[src/rtl/serpent_pkg.sv]
// Serpent shared constants and types for the subkey store slice.
// Exports subkey count/width/index width and the store FSM state type.
package serpent_pkg;

  localparam int SERPENT_NUM_SUBKEYS = 33;
  localparam int SERPENT_KEY_W       = 128;
  localparam int SERPENT_ADDR_W      = 6;

  typedef enum logic {
    IDLE   = 1'b0,
    STREAM = 1'b1
  } ss_state_t;

endpackage

[src/rtl/subkey_ram.sv]
// NUM_KEYS x KEY_W subkey storage: 1 sync write, 1 sync read (registered dout).
// Ports: i_wr_en/i_wr_addr/i_wr_data write, i_rd_en/i_rd_addr read, o_rd_data.
import serpent_pkg::*;

module subkey_ram #(
  parameter int NUM_KEYS = SERPENT_NUM_SUBKEYS,
  parameter int KEY_W    = SERPENT_KEY_W,
  parameter int ADDR_W   = SERPENT_ADDR_W
) (
  input  logic              i_clk,
  input  logic              i_rstn,
  input  logic              i_wr_en,
  input  logic [ADDR_W-1:0] i_wr_addr,
  input  logic [KEY_W-1:0]  i_wr_data,
  input  logic              i_rd_en,
  input  logic [ADDR_W-1:0] i_rd_addr,
  output logic [KEY_W-1:0]  o_rd_data
);

  logic [KEY_W-1:0] mem [NUM_KEYS];

  always_ff @(posedge i_clk) begin
    if (i_wr_en) mem[i_wr_addr] <= i_wr_data;
  end

  // dout only moves on a read, so it doubles as the
  // held output register while the consumer stalls
  always_ff @(posedge i_clk or negedge i_rstn) begin
    if (!i_rstn)      o_rd_data <= '0;
    else if (i_rd_en) o_rd_data <= mem[i_rd_addr];
  end

endmodule

[src/rtl/serpent_subkey_store.sv]
// Serpent subkey store: buffers K0..K32, streams them over valid/ready.
// Ports: i_wr_* load, i_load_done/o_keys_ready, i_start/o_rk_* stream,
// o_busy/o_done/o_err status, i_clear. Option SUBKEY_STORE_REVERSE_EN
// adds i_decrypt (sampled at start) for K32..K0 order.
import serpent_pkg::*;

module serpent_subkey_store #(
  parameter int NUM_KEYS = SERPENT_NUM_SUBKEYS,
  parameter int KEY_W    = SERPENT_KEY_W,
  parameter int ADDR_W   = SERPENT_ADDR_W
) (
  input  logic              i_clk,
  input  logic              i_rstn,
  input  logic              i_clear,
  input  logic              i_wr_en,
  input  logic [ADDR_W-1:0] i_wr_addr,
  input  logic [KEY_W-1:0]  i_wr_data,
  input  logic              i_load_done,
  output logic              o_keys_ready,
  input  logic              i_start,
`ifdef SUBKEY_STORE_REVERSE_EN
  input  logic              i_decrypt,
`endif
  output logic [KEY_W-1:0]  o_rk_data,
  output logic [ADDR_W-1:0] o_rk_idx,
  output logic              o_rk_valid,
  input  logic              i_rk_ready,
  output logic              o_busy,
  output logic              o_done,
  output logic              o_err
);

  localparam logic [ADDR_W-1:0] LAST = ADDR_W'(NUM_KEYS - 1);

  ss_state_t            state_q;
  logic [ADDR_W-1:0]    idx_q;
  logic [NUM_KEYS-1:0]  bitmap_q;
  logic [NUM_KEYS-1:0]  bitmap_d;
  logic                 done_seen_q;
  logic                 done_seen_d;
  logic                 valid_q;
  logic                 done_q;
  logic                 err_q;
  logic                 ready_q;
  logic                 rev_q;
  logic [ADDR_W-1:0]    start_idx;
  logic [ADDR_W-1:0]    end_idx;
  logic [ADDR_W-1:0]    step_idx;
  logic [ADDR_W-1:0]    rd_addr;
  logic                 rd_en;
  logic                 streaming;
  logic                 addr_ok;
  logic                 wr_ok;
  logic                 start_ok;
  logic                 xfer;
  logic                 last_beat;
  logic                 illegal;

`ifdef SUBKEY_STORE_REVERSE_EN
  assign start_idx = i_decrypt ? LAST : '0;

  always_ff @(posedge i_clk or negedge i_rstn) begin
    if (!i_rstn)       rev_q <= 1'b0;
    else if (start_ok) rev_q <= i_decrypt;
  end
`else
  assign start_idx = '0;
  assign rev_q     = 1'b0;
`endif

  assign streaming = (state_q == STREAM);
  assign addr_ok   = (i_wr_addr <= LAST);
  assign wr_ok     = i_wr_en & addr_ok
                   & ~streaming & ~i_clear;
  assign start_ok  = i_start & ready_q
                   & ~streaming & ~i_clear;
  assign xfer      = valid_q & i_rk_ready;
  assign end_idx   = rev_q ? '0 : LAST;
  assign last_beat = xfer & (idx_q == end_idx);
  assign step_idx  = rev_q ? idx_q - ADDR_W'(1)
                           : idx_q + ADDR_W'(1);
  assign illegal   = (i_wr_en & (~addr_ok | streaming))
                   | (i_start & (~ready_q | streaming));

  // Read-ahead: fetch the next slot in the same cycle a beat
  // is accepted so the following cycle already presents it.
  assign rd_en   = start_ok
                 | (streaming & xfer & ~last_beat & ~i_clear);
  assign rd_addr = start_ok ? start_idx : step_idx;

  always_comb begin
    bitmap_d    = bitmap_q;
    done_seen_d = done_seen_q | i_load_done;
    if (wr_ok) bitmap_d[i_wr_addr] = 1'b1;
    if (i_clear) begin
      bitmap_d    = '0;
      done_seen_d = 1'b0;
    end
  end

  always_ff @(posedge i_clk or negedge i_rstn) begin
    if (!i_rstn) begin
      state_q     <= IDLE;
      idx_q       <= '0;
      bitmap_q    <= '0;
      done_seen_q <= 1'b0;
      ready_q     <= 1'b0;
      valid_q     <= 1'b0;
      done_q      <= 1'b0;
      err_q       <= 1'b0;
    end else begin
      bitmap_q    <= bitmap_d;
      done_seen_q <= done_seen_d;
      ready_q     <= (&bitmap_d) & done_seen_d;
      err_q       <= ~i_clear & illegal;
      done_q      <= 1'b0;
      if (i_clear) begin
        state_q <= IDLE;
        valid_q <= 1'b0;
      end else if (start_ok) begin
        state_q <= STREAM;
        valid_q <= 1'b1;
        idx_q   <= start_idx;
      end else if (streaming && xfer) begin
        if (last_beat) begin
          state_q <= IDLE;
          valid_q <= 1'b0;
          done_q  <= 1'b1;
        end else begin
          idx_q <= step_idx;
        end
      end
    end
  end

  subkey_ram #(
    .NUM_KEYS (NUM_KEYS),
    .KEY_W    (KEY_W),
    .ADDR_W   (ADDR_W)
  ) u_ram (
    .i_clk     (i_clk),
    .i_rstn    (i_rstn),
    .i_wr_en   (wr_ok),
    .i_wr_addr (i_wr_addr),
    .i_wr_data (i_wr_data),
    .i_rd_en   (rd_en),
    .i_rd_addr (rd_addr),
    .o_rd_data (o_rk_data)
  );

  assign o_keys_ready = ready_q;
  assign o_rk_idx     = idx_q;
  assign o_rk_valid   = valid_q;
  assign o_busy       = streaming;
  assign o_done       = done_q;
  assign o_err        = err_q;

endmodule
[config.mk]
export PLATFORM = sky130hd
export DESIGN_NAME = serpent_subkey_store
export DESIGN_NICKNAME = d
export VERILOG_FILES = /design/src/rtl/serpent_pkg.sv /design/src/rtl/subkey_ram.sv /design/src/rtl/serpent_subkey_store.sv
export SDC_FILE = /design/constraint.sdc
export NUM_CORES = 2
export LEC_CHECK = 0
export BUFFER_PORTS_ARGS = -buffer_cell sky130_fd_sc_hd__buf_4
export CAP_MARGIN = 5
export CORE_AREA = 2 2 709 534
export DETAILED_ROUTE_END_ITERATION = 6
export DIE_AREA = 0 0 711 536
export SLEW_MARGIN = 15
export SYNTH_ARGS = -nofsm -noshare
export SYNTH_HDL_FRONTEND = slang
export SYNTH_MEMORY_MAX_BITS = 65536
export SYNTH_SLANG_ARGS = --single-unit
[constraint.sdc]
create_clock -name i_clk -period 8.89 [get_ports i_clk]
set_clock_uncertainty 0.15 [all_clocks]
set_input_delay 2.667 -clock i_clk [delete_from_list [all_inputs] [get_ports i_clk]]
set_output_delay 2.667 -clock i_clk [all_outputs]
set_load 0.02 [all_outputs]
# After elaboration in Yosys (flattened, before gate mapping)
# Memories as Yosys holds them, arrays and structs flattened. A register that Yosys moved wholly into a read port is not among the register bits.
# Cells that the tools add are included.
# op_classes
muxes	19
n_shift	0
bitwise_logic	26
order_cmp	3
div	0
reduce_logical	9
add_sub_neg	1
eq_ne	2
n_mul	0
# op_table
cell	n
$mux W33	2
$or A33 B33 Y33	1
$reduce_and A33 Y1	1
$mux W6	4
$and A1 B1 Y1	15
$mux W1	12
$lt A6 B7 Y1 const B	1
$add A6 B1 Y6 const B	1
$demux W1 S6	1
$eq A6 B6 Y1 const B	1
$ge A6 B1 Y1 const B	1
$le A6 B6 Y1 const B	1
$reduce_bool A3 Y1	2
$not A1 Y1	5
$or A1 B1 Y1	5
$reduce_and A3 Y1	1
$logic_and A1 B1 Y1	2
$ne A2 B2 Y1 const B	1
$reduce_and A2 Y1	1
$reduce_bool A2 Y1	1
$logic_not A1 Y1	1
# word_totals
mem_bits_rw	4224
rom_bits	0
memories	1
input_bits	141
out_inout_bits	139
register_bits	44
latchBits	0
wordCells	68
# mem_list
memory	words	word_bits	read_ports	rd_clocked_by_memory_dff	write_ports	line	text
u_ram.mem	33	128	1	1	1	subkey_ram.sv:20	logic [KEY_W-1:0] mem [NUM_KEYS];

# Longest topological paths before layout
# depth
word_depth	9
ltp_mapped	17
depth_no_buf	9

# Cells and area by module
# From an unflattened synthesis, not the netlist that was laid out.
# hier_totals
cells_unflattened	7227
hier_area_um2	166697.4
# by_module_without_submodules
module	instances	seq_area_each_um2	cells_each	area_per_inst_um2
subkey_ram	1	130044.7	7035	164729.2
serpent_subkey_store	1	1101.1	192	1968.1

# Worst setup path before layout
# No wires, ideal clock.
# synth_timing
path_type	input to register
startpoint	in i_clear
endpoint	reg ready_q, in the netlist o_keys_ready
t_arrival_ns	9.798
n_path_buf	2
path_stages	9
t_required_ns	8.639
slack_ns	-1.159
cell_sequence	buf_2 -> nor4b_2 -> nand2_1 -> or2_2 -> clkbuf_1 -> nor2_1 -> nor2_1 -> nand4b_1 -> nor4_1
# synth_between
elab_chain_len	6
word_cells_on_any_way	7
classes_between	3 x mux; 3 x bitwise; 1 x reduce/logical
# synth_lines
item	line	text
from (decl)	serpent_subkey_store.sv:14	input logic i_clear,
$not A1 Y1 (no line)	-	
$and A1 B1 Y1	serpent_subkey_store.sv:74	& ~streaming & ~i_clear;
$mux W33	serpent_subkey_store.sv:94	if (wr_ok) bitmap_d[i_wr_addr] = 1'b1;
$mux W33	serpent_subkey_store.sv:95	if (i_clear) begin
$reduce_and A33 Y1	serpent_subkey_store.sv:114	ready_q <= (&bitmap_d) & done_seen_d;
$and A1 B1 Y1 (*)	serpent_subkey_store.sv:114	
to (signal assigned)	serpent_subkey_store.sv:114	
to (decl)	serpent_subkey_store.sv:44	logic ready_q;
# Every way passes the cells marked *; elsewhere a longest branch is shown, timed or not.
# A chain may end at the register's enable or synchronous reset.

# Final worst setup path
# layout_timing
startpoint	in i_clear
endpoint	reg u_ram.o_rd_data[70] (read register of u_ram.mem)
# layout_between
elab_chain_len	3
word_cells_on_any_way	5
classes_between	1 x mux; 4 x bitwise
# layout_lines
item	line	text
$not A1 Y1 (no line) (*)	-	
$and A1 B1 Y1 (on tied branches)	serpent_subkey_store.sv:76, serpent_subkey_store.sv:88	
$mux W6 / $or A1 B1 Y1 (equally long branches)	serpent_subkey_store.sv:89, serpent_subkey_store.sv:88	
to (decl)	subkey_ram.sv:17	output logic [KEY_W-1:0] o_rd_data
# Marks and branches as above.

==> run metrics <==
Die ar.=381,100 um2; most frequent cell on the critical path=buf_4; max_cap viols=0; CTS Buf Count=419; share of layout cells above drive strength 1=12.31%; crit-path cells=buf_4 > nor4bb_4 > nor2_1 > nand2_2 > nor2_4 > buf_4 > a221oi_1 > o211ai_1; DR DRC count=0; core area=374,800 um2; Fin. Hold Viols=0; Wirelength per Cell=35.24 um; Post-Syn Nets=10,770; Hold WC Path Type=flop to flop; largest net degree at the start of global routing=166; Pwr Density=214.9 nW/um2; initial antenna violation count=66; first-pass GRT wire length=788,200 um; asr flop ratio synth=3.913%; Worst Path Buf+Inv=2; post-synthesis sequential area ratio=78.13%; area of the mapped netlist=167,900 um2; kind of start point of the critical path=primary input; synthesized flop and latch total=4,396; Tmin final=6411 ps; CP arrival=7130 ps; die width=711 um; number of flops mapped to enable cells by yosys=4,224; r2r setup slk=2960 ps; GRT Total Usage=29.10%; period utilization=72.11%; worst-skew pair later-pin latency=990 ps; TritonRoute pass-1 iters=6; # rows=195; CTS resizes=0; clock transition at the registers of the reported paths=60 ps; total number of yosys warnings=0; PnR Total Power=40.84 mW; Main synth FF type=edfxtp_1; fmax=0.1560 GHz; crit path capture type=flop; IO Pins=280; library cells used by synthesis=80; final wirelength=572,000 um; critical path data required time=9610 ps; Filler cells=30,770; HP Start=bitmap_q[11]; initial core utilization=44.79%; clk sinks=4,396; Hold Path Cell Cnt=2; ANT nets after route=0; GP Congestion=0.8189; Layout Cells excl Fill=16,230; Worst R2R Start=o_rk_idx[0]; CTS tree=done; CTS root buffer=clkbuf_16; Longest Clk Path Bufs=4; post-synthesis cell count=10,620; slowest CP cell=nor2_4; Top Family by Delay on Critical Path=simple AND/OR/NAND/NOR gates; Setup Fix Bufs, Post-CTS=0; RSZ-0062 raised after global routing=no; Hold Buf Count CTS=0; dpl hpwl=287,100 um; setup violators final=0; vias post-DR=106,000; Max FO, Critical Path=38; most common cell after layout, fill and taps aside=edfxtp_1; fin nets=10,970; Pleak=60.87 nW; Placed Area=176,700 um2; slowest stage delay, CP=1250 ps; commonest cells after routing, fill and taps aside=edfxtp_1 (4,224), nand2_1 (1,462), nand3_1 (456), buf_4 (455), mux2i_1 (437); I/O Buffers=279; global route overflow=0; vias in the first global route=99,440; register area=131,200 um2; via/cell ratio=6.533; crit path kind=primary input to flop; syn_area_per_cell=15.80 um2; post-route cell area=190,100 um2; Die Y=536 um; dpl cells=15,430; outcome=finished clean; Slew HR=6.878%; R2R cell count=9; final slew viol count=0; RR Endpoint=u_ram.o_rd_data[70]; post-route core utilization=50.71%; synth-to-layout area growth=13.22%; area of the multi-input gates=34,080 um2; worst hold endpoint=bitmap_q[11]; VDD IR-drop max=0.1752 mV; 1st-iter DRT viols=17,600; H-tree depth=5; Slew @ Worst Pin=1394 ps; WHS=330.1 ps
tightest hold or removal path, stage by stage, from the launching register on:
cell and delay [ps]:
dfrtp_1 320, a21oi_1 50, nor2_1 70
cells in the mapped netlist, types with 7 or more instances:
library cell	number	area share [%]
buf_1	97	0.22
a221o_1	20	0.12
mux2_2	69	0.46
nor2b_1	9	0.034
nand3_1	459	1.4
a21oi_1	370	1.1
o311ai_0	16	0.083
nor3_1	49	0.15
a32o_1	19	0.11
a2111o_1	13	0.087
a211o_1	23	0.12
o31ai_1	8	0.036
a311oi_1	14	0.073
inv_1	8	0.018
nor4_1	18	0.067
o21ai_0	317	0.95
mux4_2	52	0.70
a32oi_1	92	0.48
o32ai_1	8	0.042
a211oi_1	122	0.55
buf_4	12	0.054
buf_2	294	0.88
o22ai_1	418	1.6
a22oi_1	72	0.32
nor2_1	280	0.63
or3_1	57	0.21
o2111ai_1	29	0.15
nand4_1	70	0.26
a22o_1	9	0.047
o211ai_1	83	0.37
a2bb2oi_1	7	0.037
o221ai_1	331	1.7
a221oi_1	70	0.37
and3_1	122	0.45
edfxtp_1	4224	76
and2_1	7	0.026
nand2_1	1472	3.3
mux2i_1	437	2.6
a21o_1	9	0.040
a31oi_1	217	0.81
clkbuf_1	356	0.80
dfrtp_1	172	2.6
power breakdown:
group	switching (mW)	total, mW	internal, mW
clock	7.85	17.6	9.75
combinational	0.384	0.451	0.0670
sequential	0.0188	22.8	22.8
total	8.25	40.8	32.6
worst max path at each step:
stage / cells past startpoint / end / startpoint
3_3_place_gp: 8 / u_ram.o_rd_data[42] / i_clear
6_report: 8 / u_ram.o_rd_data[70] / i_clear
2_1_floorplan: 6 / u_ram.mem[10][0] / i_clear
5_1_grt: 8 / u_ram.o_rd_data[46] / i_clear
4_1_cts: 8 / u_ram.o_rd_data[70] / i_clear
3_5_place_dp: 8 / u_ram.o_rd_data[70] / i_clear
registers in the layout, indices dropped and copies added, names as in the netlist:
register         cells
u_ram.o_rd_data    128
o_rk_valid           1
o_rk_idx             6
u_ram.mem         4224
bitmap_q            33
o_keys_ready         1
done_seen_q          1
o_err                1
o_done               1
area by class of cell:
| type | instances | area share (%) |
|---|---|---|
| Timing Repair Buffer | 541 | 2.701 |
| Sequential cell | 4396 | 69.01 |
| Multi-Input combinational cell | 5460 | 17.93 |
| Clock inverter | 235 | 1.058 |
| Antenna cell | 31 | 0.04082 |
| Clock buffer | 536 | 5.930 |
| Inverter | 9 | 0.02173 |
| Tap cell | 5023 | 3.307 |
stage by stage:
step / setup TNS [ps] / setup WS (ps)
floorplan: -934660 / -944.6
global placement: 0 / 1720
detailed placement: 0 / 1721
CTS: 0 / 2713
global route: 0 / 2444
finish: 0 / 2479
per-layer routing:
metal	part of all wire (%)	global-route usage (%)
met1	39	41.18
met4	3.7	10.52
met2	45	44.56
met5	0.063	0
met3	12	6.473
logic make-up after synthesis:
kind of cell             synth area share (%)
XOR/XNOR                              0.03578
AND/OR/NAND/NOR                         6.655
AO/OA/AOI/OAI                           9.439
flip-flops                              78.13
multiplexers                            3.766
adder cells (fa/ha/maj)               0.01490
buffers and inverters                   1.963
Note: power is estimated with default switching activity, not from simulation.
